===== src/rtl/instruction_queue.sv =====
// Fetch queue between the icache and decode: owns the fetch PC, issues one
// request at a time and buffers {instr, addr} pairs in a circular FIFO.
//   state | meaning
//   IDLE  | no request outstanding; waiting for room, hold release or redirect
//   REQ   | request for PC presented to icache, waiting for the response
//   DRAIN | redirected while a request was in flight; drop its stale response
module instruction_queue #(
  parameter int          QUEUE_WIDTH  = 3,
  parameter logic [31:0] RESET_PC     = 32'h0,
  parameter bit          STOP_ON_CTRL = 1'b1
) (
  input  logic                   clockIn,
  input  logic                   resetIn,
  output logic                   fetchValid,
  output logic [31:0]            fetchAddr,
  input  logic                   instrInValid,
  input  logic [31:0]            instrIn,
  input  logic                   redirectValid,
  input  logic [31:0]            redirectAddr,
  input  logic                   holdFetch,
  output logic                   outValid,
  output logic [31:0]            outInstr,
  output logic [31:0]            outAddr,
  input  logic                   outReady,
  output logic [QUEUE_WIDTH:0]   count,
  output logic                   full,
  output logic                   empty
);

  localparam int DEPTH = 2 ** QUEUE_WIDTH;
  localparam logic [QUEUE_WIDTH:0] FULL_COUNT = (QUEUE_WIDTH + 1)'(DEPTH);

  typedef enum logic [1:0] {IDLE, REQ, DRAIN} state_t;

  state_t                 state, stateNext;
  logic [31:0]            pc, pcNext;
  logic                   ctrlPending, ctrlPendingNext;
  logic [QUEUE_WIDTH-1:0] head, tail;
  logic [QUEUE_WIDTH:0]   countNext;
  logic [31:0]            instrMem [DEPTH];
  logic [31:0]            addrMem  [DEPTH];
  logic                   push, pop, flush, isCtrl;

  assign fetchValid = (state == REQ);
  assign fetchAddr  = pc;
  assign outValid   = (count != '0);
  assign outInstr   = instrMem[head];
  assign outAddr    = addrMem[head];
  assign full       = (count == FULL_COUNT);
  assign empty      = (count == '0);

  assign flush  = redirectValid;
  assign push   = (state == REQ) & instrInValid & ~redirectValid;
  assign pop    = outValid & outReady & ~redirectValid;
  assign isCtrl = STOP_ON_CTRL && ((instrIn[6:0] == 7'b1100011) ||
                                   (instrIn[6:0] == 7'b1101111) ||
                                   (instrIn[6:0] == 7'b1100111));

  assign countNext = flush ? '0
                   : count + {{QUEUE_WIDTH{1'b0}}, push} - {{QUEUE_WIDTH{1'b0}}, pop};

  always_comb begin
    stateNext       = state;
    pcNext          = pc;
    ctrlPendingNext = ctrlPending;
    case (state)
      IDLE: begin
        if (redirectValid) begin
          pcNext          = redirectAddr;
          ctrlPendingNext = 1'b0;
        end else if ((count < FULL_COUNT) && !holdFetch && !ctrlPending) begin
          stateNext = REQ;
        end
      end
      REQ: begin
        if (redirectValid) begin
          pcNext          = redirectAddr;
          ctrlPendingNext = 1'b0;
          stateNext       = instrInValid ? IDLE : DRAIN;
        end else if (instrInValid) begin
          pcNext          = pc + 32'd4;
          ctrlPendingNext = ctrlPending | isCtrl;
          stateNext       = ((countNext < FULL_COUNT) && !holdFetch && !ctrlPendingNext)
                            ? REQ : IDLE;
        end
      end
      DRAIN: begin
        if (redirectValid) begin
          pcNext          = redirectAddr;
          ctrlPendingNext = 1'b0;
        end
        if (instrInValid) stateNext = IDLE;
      end
      default: stateNext = IDLE;
    endcase
  end

  always_ff @(posedge clockIn) begin
    if (resetIn) begin
      state       <= IDLE;
      pc          <= RESET_PC;
      ctrlPending <= 1'b0;
      head        <= '0;
      tail        <= '0;
      count       <= '0;
    end else begin
      state       <= stateNext;
      pc          <= pcNext;
      ctrlPending <= ctrlPendingNext;
      count       <= countNext;
      if (flush) begin
        head <= '0;
        tail <= '0;
      end else begin
        if (push) tail <= tail + 1'b1;
        if (pop)  head <= head + 1'b1;
      end
    end
  end

  // Storage needs no reset: entries are only read once count covers them.
  always_ff @(posedge clockIn) begin
    if (push) begin
      instrMem[tail] <= instrIn;
      addrMem[tail]  <= pc;
    end
  end

  always_ff @(posedge clockIn) begin
    if (!resetIn && push) assert (!full);
  end

endmodule


===== config.mk =====
export PLATFORM = sky130hd
export DESIGN_NAME = instruction_queue
export DESIGN_NICKNAME = d
export VERILOG_FILES = /design/src/rtl/instruction_queue.sv
export SDC_FILE = /design/constraint.sdc
export NUM_CORES = 1
export LEC_CHECK = 0
export CORE_ASPECT_RATIO = 1.4
export CORE_MARGIN = 4
export CORE_UTILIZATION = 45
export CTS_CLUSTER_SIZE = 25
export DETAILED_ROUTE_END_ITERATION = 16
export PLACE_DENSITY = 0.64
export SYNTH_ARGS = -nofsm -noshare
export SYNTH_HDL_FRONTEND = slang
export SYNTH_SLANG_ARGS = --single-unit
export TNS_END_PERCENT = 100

===== constraint.sdc =====
create_clock -name clockIn -period 11.48 [get_ports clockIn]
set_clock_uncertainty 0.1 [all_clocks]
set_input_delay 3.444 -clock clockIn [delete_from_list [all_inputs] [get_ports clockIn]]
set_output_delay 3.444 -clock clockIn [all_outputs]
set_load 0.005 [all_outputs]

==> results of run 1 <==
==> synth_stat cells (5+ instances only) <==
master / number / area (um2)
mux4_2: 128 / 2883
a31oi_1: 7 / 43.79
nor3_1: 17 / 85.08
nand4_1: 14 / 87.58
nor4_1: 14 / 87.58
nand3_1: 14 / 70.07
clkbuf_1: 46 / 172.7
ha_1: 8 / 100.1
and2_1: 6 / 37.54
a32oi_1: 7 / 61.31
a21oi_1: 27 / 135.1
o21ai_0: 9 / 45.04
o211ai_1: 12 / 90.09
a311oi_1: 5 / 43.79
buf_2: 18 / 90.09
or4_1: 6 / 45.04
nor2_1: 34 / 127.6
nand2b_1: 7 / 43.79
nand2_1: 38 / 142.6
edfxtp_1: 512 / 15370
mux2_2: 68 / 765.7
dfxtp_1: 48 / 960.9
a21o_1: 5 / 37.54
inv_1: 9 / 33.78
==> power groups by stage <==
stage | clock [mW] | sequential, mW | combinational (mW)
2_1_floorplan | 0 | 2.32 | 0.0788
3_3_place_gp | 0 | 2.33 | 0.181
3_5_place_dp | 0 | 2.33 | 0.183
4_1_cts | 1.73 | 2.29 | 0.184
5_1_grt | 1.81 | 2.29 | 0.197
6_report | 1.69 | 2.29 | 0.183
==> how the worst max path moves through the flow <==
stage | start | to | slack (ps) | cells after the start
global route | register | outInstr[22] | 3790 | 4
finish | register | outInstr[22] | 4110 | 4
floorplan | redirectValid | addrMem[0][0] | 890 | 3
global placement | instrInValid | instrMem[3][8] | 4540 | 5
detailed placement | instrInValid | instrMem[1][8] | 4530 | 6
CTS | register | outInstr[22] | 3940 | 4
==> state kept, by name, summed over array words and instances, names as in the netlist, named ones only <==
signal,count
addrMem,256
count,4
ctrlPending,1
fetchAddr,32
head,3
instrMem,256
state,2
tail,3
==> worst max-delay path: cells and delay by family (launching register included) <==
| kind | cells | cell delay, ps |
|---|---|---|
| buf+inv | 2 | 1380 |
| mux | 2 | 930 |
| flops | 1 | 920 |
==> area by class of cell <==
type	instances	area [um2]	share of cell area (%)
flip-flops and latches	560	16350	61.76
multi-input cells	508	5689	21.49
repair buffers	201	1939	7.327
clock buffers	68	1383	5.224
well taps	637	797.0	3.011
clock inverters	26	279.0	1.054
inverters	9	33.78	0.1276
==> cells by family (layout without fill, tap and decap cells) <==
logic type                 Yosys count  count (layout)
AOI/OAI and AO/OA                  109             109
xor gates and xnor gates             5               5
adders and majority gates            9               9
buffers and inverters               78             304
DFF                                560             560
muxes                              197             197
and+or+nand+nor                    188             188
==> routing by layer <==
metal	vias up	part of all wire, %
met5	-	0
met4	0	2.4
met3	88	5.4
met2	419	52
met1	6160	40
li1	5138	-
==> per-stage QoR <==
step	area (um2)	instances	hold WS (ps)	setup WS (ps)	utilization, %
floorplan	22300	1146	357.6	885.6	-
global placement	24800	1914	370.0	4543	50.61
detailed placement	24800	1914	384.7	4527	50.61
CTS	26460	2008	393.8	3940	54.00
global route	26470	2009	416.3	3791	54.01
finish	26470	2009	393.7	4112	54.01
==> flow_summary.yaml, run 1 <==
sta:
  rsz0062_at_grt: "false"
  slew_violations: 0
  finalHoldViolations: 0
  setup_viol: 0
  post-route-period-util_pct: 64.18
  layout_min_cycle_time_ps: 7368
  setup-tns-final_ps: 0
  slew_headroom_pct: 25.16
  fmax_ghz: 0.1357
  tightest_slew_ps: 1123
global_routing:
  use_met2_pct: 32.67
  grt_pass1_vias: 12315
  grt_pass1_wl_um: 76900
  grt_overflow_total: 0
  met3_usage_pct: 2.694
  antenna_found_initial: 0
  grt_max_degree: 65
  use_met1_pct: 25.04
  grt_usage_pct: 18.84
  grt.busiest_layer: "met2"
critical_path:
  crit_arrival_ps: 3820
  crit_path_end_kind: "output port"
  timing.rr.end: "instrMem[3][12]"
  reg2reg_from: "state[0]"
  r2r_slack_ps: 8290
  cp_slowest_stage_delay_ps: 920
  path_max_fanout: 47
  cp_slowest_cell: "dfxtp_4"
  start_kind: "register"
  ff2ff_path_depth: 5
  worstSetupPathType: "reg2out"
  worstPathRequired_ps: 7940
  worstPathCellList: "buf_4 > mux4_2 > mux2_2 > clkdlybuf4s50_1"
clock_network:
  cts_root_buf: "clkbuf_16"
  numCtsBuffers: 51
  post_cts_buffers: 0
  cts_tree: "yes"
  cts.sinks: 560
  clk_latency_ps: 570
  clkTransAtPathRegs_ps: 60
  h-tree-depth: 2
  clock_tree.buffer_depth: 3
  cts_hold_buf: 0
  ctsResizeCount: 0
logic_synthesis:
  synth-xor-area-share_pct: 0.1964
  synth-adder-area-share_pct: 0.5388
  synth.avg_cell_area_um2: 19.45
  synthMuxAreaShare_pct: 16.41
  synthArstFlopShare_pct: 0
  synth-compound-area-share_pct: 3.463
  synth_cell_types: 72
  synth_top_family_by_area: "multiplexers"
  synth-main-ff-cell: "edfxtp_1"
  synthCells: 1146
  ys_seq_area_share_pct: 73.27
  synth_nets: 1225
  synth_simple_gate_area_share_pct: 4.703
  syn_area_um2: 22300
  ys_ff_latch: 560
  ys_warn_count: 0
  synth_edf_count: 512
placement:
  gp_congestion: 0.8784
  portBuffers: 173
  hpwlAfterDp_um: 29350
floorplan:
  num_rows: 96
  io_pins: 174
  die_x_um: 196.1
  start_util_pct: 45.49
  dieArea_um2: 53220
  die-height_um: 271.4
  coreArea_um2: 49010
drt:
  finalWirelength_um: 50530
  postRouteAntennaNets: 0
  via_per_inst: 5.876
  drc: 0
  first_pass_iters: 5
  drt_iter0_markers: 847
  num_vias: 11805
  wire_per_inst_um: 25.15
min_path:
  holdPathEnd: "head[1]"
  min_path_type: "reg2reg"
  hold_depth: 2
  hp-start: "head[1]"
final_layout:
  drive_gt1_share_pct: 23.47
  syn_to_final_growth_pct: 18.72
  layout.nets: 1410
  layout_common_cells: "edfxtp_1, clkdlybuf4s50_1, mux4_2"
  antenna_cells: 0
  layout_commonest_cell: "edfxtp_1"
  n_fill_cell: 3825
power_and_ir_drop:
  combPwrFrac_pct: 4.4
  p_seq_share_pct: 55.0
  sw_frac_of_total_pct: 20.19
  ir_worst_vdd_v: 0.0001050
  finalPower_mw: 4.165
  power_density_nw_per_um2: 157.4
  clockPowerShare_pct: 40.7
  cellLeakagePower_nw: 8.118
  p_int_mw: 3.324
  switching_power_mw: 0.8408
run:
  maxCapViolations: 0
run_status:
  run_status: "finished clean"
(Power assumes the default switching activity.)
==> inputs of run 2 (changes only) <==
==> constraint.sdc (replaced) <==
create_clock -name clockIn -period 7.6 [get_ports clockIn]
set_clock_uncertainty 0.1 [all_clocks]
set_input_delay 2.28 -clock clockIn [delete_from_list [all_inputs] [get_ports clockIn]]
set_output_delay 2.28 -clock clockIn [all_outputs]
set_load 0.005 [all_outputs]
==> flow_summary.yaml, run 2 (synthesized netlist as in run 1, its figures left out) <==
critical_path:
  crit_buf_inv: 2
  worstPathCellList: "buf_12 > mux4_2 > mux2_2 > clkdlybuf4s50_1"
  cp_slowest_stage_delay_ps: 950
  cpLargestDelayFamily: "flip-flops"
  reg2reg_from: "state[0]"
  worstPathRequired_ps: 5220
  start_kind: "register"
  worstSetupPathType: "reg2out"
  path_max_fanout: 69
  cp_num_cells: 4
  crit_path_end_kind: "output port"
  r2r_slack_ps: 4750
  ff2ff_path_depth: 5
  cp_slowest_cell: "dfxtp_4"
  crit_arrival_ps: 3210
  timing.rr.end: "instrMem[6][25]"
clock_network:
  cts_hold_buf: 0
  numCtsBuffers: 52
  cts.sinks: 560
  cts_root_buf: "clkbuf_16"
  clock_tree.buffer_depth: 3
  post_cts_buffers: 0
  clk_latency_ps: 580
  ctsResizeCount: 0
  cts_tree: "yes"
  h-tree-depth: 2
  clkTransAtPathRegs_ps: 60
floorplan:
  dieArea_um2: 53220
  die_x_um: 196.1
  coreArea_um2: 49010
  io_pins: 174
  num_rows: 96
  die-height_um: 271.4
  start_util_pct: 45.49
final_layout:
  n_fill_cell: 3822
  antenna_cells: 0
  syn_to_final_growth_pct: 19.93
  layout_common_cells: "edfxtp_1, clkdlybuf4s50_1, mux4_2"
  layout_commonest_cell: "edfxtp_1"
  drive_gt1_share_pct: 24.36
  final_util_pct: 54.56
  layout.nets: 1410
drt:
  drt_iter0_markers: 920
  postRouteAntennaNets: 0
  via_per_inst: 5.829
  drc: 0
  wire_per_inst_um: 24.92
  num_vias: 11728
  finalWirelength_um: 50130
  first_pass_iters: 5
sta:
  fmax_ghz: 0.1789
  slew_headroom_pct: 8.181
  finalHoldViolations: 0
  post-route-period-util_pct: 73.54
  tightest_slew_ps: 1365
  setup_viol: 0
  layout_min_cycle_time_ps: 5589
  rsz0062_at_grt: "false"
  setup-tns-final_ps: 0
  finalWorstSetupSlack_ps: 2011
  slew_violations: 0
power_and_ir_drop:
  finalPower_mw: 6.448
  ir_worst_vdd_v: 0.0001924
  power_density_nw_per_um2: 241.2
  cellLeakagePower_nw: 8.181
global_routing:
  grt_pass1_vias: 12319
  grt_usage_pct: 18.81
  grt_pass1_wl_um: 76780
  grt_overflow_total: 0
  antenna_found_initial: 0
  grt_max_degree: 70
run_status:
  run_status: "finished clean"
run:
  maxCapViolations: 0
placement:
  hpwlAfterDp_um: 28520
  post-place-ws_ps: 2136
  gp_congestion: 0.8755
  portBuffers: 173
min_path:
  hp-start: "head[1]"
  min_path_type: "reg2reg"
  hold_depth: 2
[run 2: power by group]
part / total, mW / internal [mW] / switching [mW]
sequential: 3.45 / 3.40 / 0.0568
clock: 2.72 / 1.58 / 1.14
combinational: 0.279 / 0.145 / 0.135
[run 2: worst max-delay path by stage]
stage | start | to | slack [ps]
6_report | register | outAddr[19] | 2010
5_1_grt | register | outAddr[19] | 1810
4_1_cts | register | outAddr[19] | 1880
3_5_place_dp | instrInValid | instrMem[6][25] | 2140
3_3_place_gp | instrInValid | instrMem[7][25] | 2200
2_1_floorplan | redirectValid | addrMem[4][0] | -120
[run 2: layout make-up]
| cell class | instances | area [um2] | share of cell area [%] |
|---|---|---|---|
| flip-flops and latches | 560 | 16350 | 61.13 |
| inverters | 9 | 33.78 | 0.1263 |
| well taps | 637 | 797.0 | 2.981 |
| repair buffers | 200 | 2047 | 7.655 |
| clock inverters | 41 | 478.0 | 1.787 |
| multi-input cells | 508 | 5717 | 21.38 |
| clock buffers | 57 | 1320 | 4.937 |
[run 2: worst reg2reg max path, stage by stage (launching register included)]
cell	delay, ps
dfxtp_1	320
buf_4	270
nor4bb_1	390
nand2_1	320
nor2_4	680
buf_12	380
[run 2: routing by layer]
layer	share of wire [%]	GRT usage (%)	vias up
met1	41	25.30	6086
met3	4.9	2.471	87
met2	51	32.36	391
li1	-	-	5164
met5	0	0	-
met4	2.8	5.515	0
[run 2: per-stage QoR]
step	hold WS, ps	instances	area (um2)
after global placement	372.1	1914	24940
after floorplan	357.6	1146	22320
after detailed placement	384.2	1914	24940
after CTS	400.8	2012	26740
after global routing	434.7	2012	26740
final	401.0	2012	26740
==> inputs of run 3 (changes only) <==
--- a/config.mk
+++ b/config.mk
@@ -10,7 +10,7 @@
 export CORE_UTILIZATION = 45
 export CTS_CLUSTER_SIZE = 25
 export DETAILED_ROUTE_END_ITERATION = 16
-export PLACE_DENSITY = 0.64
+export PLACE_DENSITY = 0.67
 export SYNTH_ARGS = -nofsm -noshare
 export SYNTH_HDL_FRONTEND = slang
 export SYNTH_SLANG_ARGS = --single-unit
==> constraint.sdc (replaced) <==
create_clock -name clockIn -period 4.64 [get_ports clockIn]
set_clock_uncertainty 0.1 [all_clocks]
set_input_delay 1.392 -clock clockIn [delete_from_list [all_inputs] [get_ports clockIn]]
set_output_delay 1.392 -clock clockIn [all_outputs]
set_load 0.005 [all_outputs]
==> flow_summary.yaml, run 3 (synthesized netlist as in run 1, its figures left out) <==
drt:
  via_per_inst: 5.843
  postRouteAntennaNets: 0
  drt_iter0_markers: 884
  finalWirelength_um: 51360
  first_pass_iters: 6
  num_vias: 11890
  wire_per_inst_um: 25.24
  drc: 0
sta:
  slew_headroom_pct: 43.10
  finalHoldViolations: 0
  fmax_ghz: 0.2293
  setup_viol: 0
  post-route-period-util_pct: 94.01
  rsz0062_at_grt: "false"
  tightest_slew_ps: 846.5
  slew_violations: 0
  layout_min_cycle_time_ps: 4362
critical_path:
  cp_slowest_stage_delay_ps: 580
  crit_path_end_kind: "output port"
  r2r_slack_ps: 1750
  reg2reg_from: "fetchAddr[2]"
  cp_num_cells: 4
  cpLargestDelayFamily: "multiplexers"
  start_kind: "register"
  crit_arrival_ps: 2870
  timing.rr.end: "fetchAddr[28]"
  worstPathCellList: "buf_4 > mux4_2 > mux2_2 > clkdlybuf4s50_1"
  crit_buf_inv: 2
  ff2ff_path_depth: 5
  worstSetupPathType: "reg2out"
  cp_slowest_cell: "dfxtp_4"
  worstPathRequired_ps: 3150
  path_max_fanout: 16
clock_network:
  cts_tree: "yes"
  numCtsBuffers: 51
  clock_tree.buffer_depth: 3
  ctsResizeCount: 0
  clkTransAtPathRegs_ps: 60
  cts.sinks: 560
  post_cts_buffers: 0
  cts_root_buf: "clkbuf_16"
  h-tree-depth: 2
  clk_latency_ps: 570
  cts_hold_buf: 0
power_and_ir_drop:
  power_density_nw_per_um2: 382.7
  finalPower_mw: 10.30
  ir_worst_vdd_v: 0.0002531
  cellLeakagePower_nw: 8.279
final_layout:
  final_util_pct: 54.90
  layout_commonest_cell: "edfxtp_1"
  syn_to_final_growth_pct: 20.67
  antenna_cells: 0
  drive_gt1_share_pct: 25.11
  layout_common_cells: "edfxtp_1, clkdlybuf4s50_1, mux4_2"
  layout.nets: 1435
global_routing:
  grt_pass1_wl_um: 78980
  grt_usage_pct: 19.34
  grt_max_degree: 65
  grt_overflow_total: 0
  grt_pass1_vias: 12467
  antenna_found_initial: 0
floorplan:
  die-height_um: 271.4
  num_rows: 96
  die_x_um: 196.1
  start_util_pct: 45.49
  dieArea_um2: 53220
  coreArea_um2: 49010
  io_pins: 174
min_path:
  min_path_type: "reg2reg"
  hp-start: "fetchAddr[28]"
  hold_depth: 0
  holdPathEnd: "addrMem[4][28]"
run_status:
  run_status: "finished clean"
placement:
  portBuffers: 173
  gp_congestion: 0.8978
  hpwlAfterDp_um: 30730
run:
  maxCapViolations: 0
[run 3: cell count changes in the layout (fill, tap and decap cells not counted), moves of 2 or more]
cell        previous run  this run
clkinv_4               0         4
buf_12                 9        16
clkinv_1               6        13
buf_4                 18        37
clkinv_2              14         9
nor3_2                 2         0
nor3_4                 2         4
bufinv_16              9         6
clkinvlp_4             7         3
[run 3: through the flow]
step	hold slack, ps	area, um2	TNS (ps)	setup WS [ps]	instances
2_1_floorplan	357.6	22340	-244230	-986.0	1146
3_3_place_gp	364.9	25240	0	685.5	1940
3_5_place_dp	372.5	25240	0	619.8	1940
4_1_cts	388.8	26900	0	163.2	2035
5_1_grt	403.8	26900	0	97.13	2035
6_report	390.0	26900	0	278.0	2035
[run 3: how the worst max path moves through the flow]
stage	slack, ps	end
4_1_cts	160	outAddr[6]
2_1_floorplan	-990	addrMem[7][0]
5_1_grt	100	outAddr[6]
3_5_place_dp	620	addrMem[5][5]
3_3_place_gp	690	count[3]
6_report	280	outAddr[6]
[run 3: final cells by class]
cell class	instances	area [um2]
Fill cell	3754	22100
Sequential cell	560	16350
Multi-Input combinational cell	508	5729
Timing Repair Buffer	226	2330
Clock buffer	57	1309
Tap cell	637	797.0
Clock inverter	38	357.8
Inverter	9	33.78
[run 3: worst register-to-register path, delay by kind of cell, from the launching register on]
kind                       cells  cell delay (ps)
adders and majority gates      1              350
DFF                            1              700
and+or+nand+nor                2             1030
AOI/OAI and AO/OA              2              490
[run 3: per-layer routing]
layer	up-vias	global-route usage [%]	share of wire [%]
met5	-	0	0
met4	0	4.908	2.8
met3	106	2.334	4.7
met2	425	34.19	52
met1	6154	25.64	40
li1	5205	-	-
[run 3: where the power goes]
part | internal [mW] | total, mW | leakage, nW | switching [mW]
registers | 5.56 | 5.65 | 5.05 | 0.0821
logic | 0.247 | 0.488 | 2.42 | 0.241
clock network | 2.37 | 4.16 | 0.812 | 1.79
total | 8.18 | 10.3 | 8.28 | 2.11
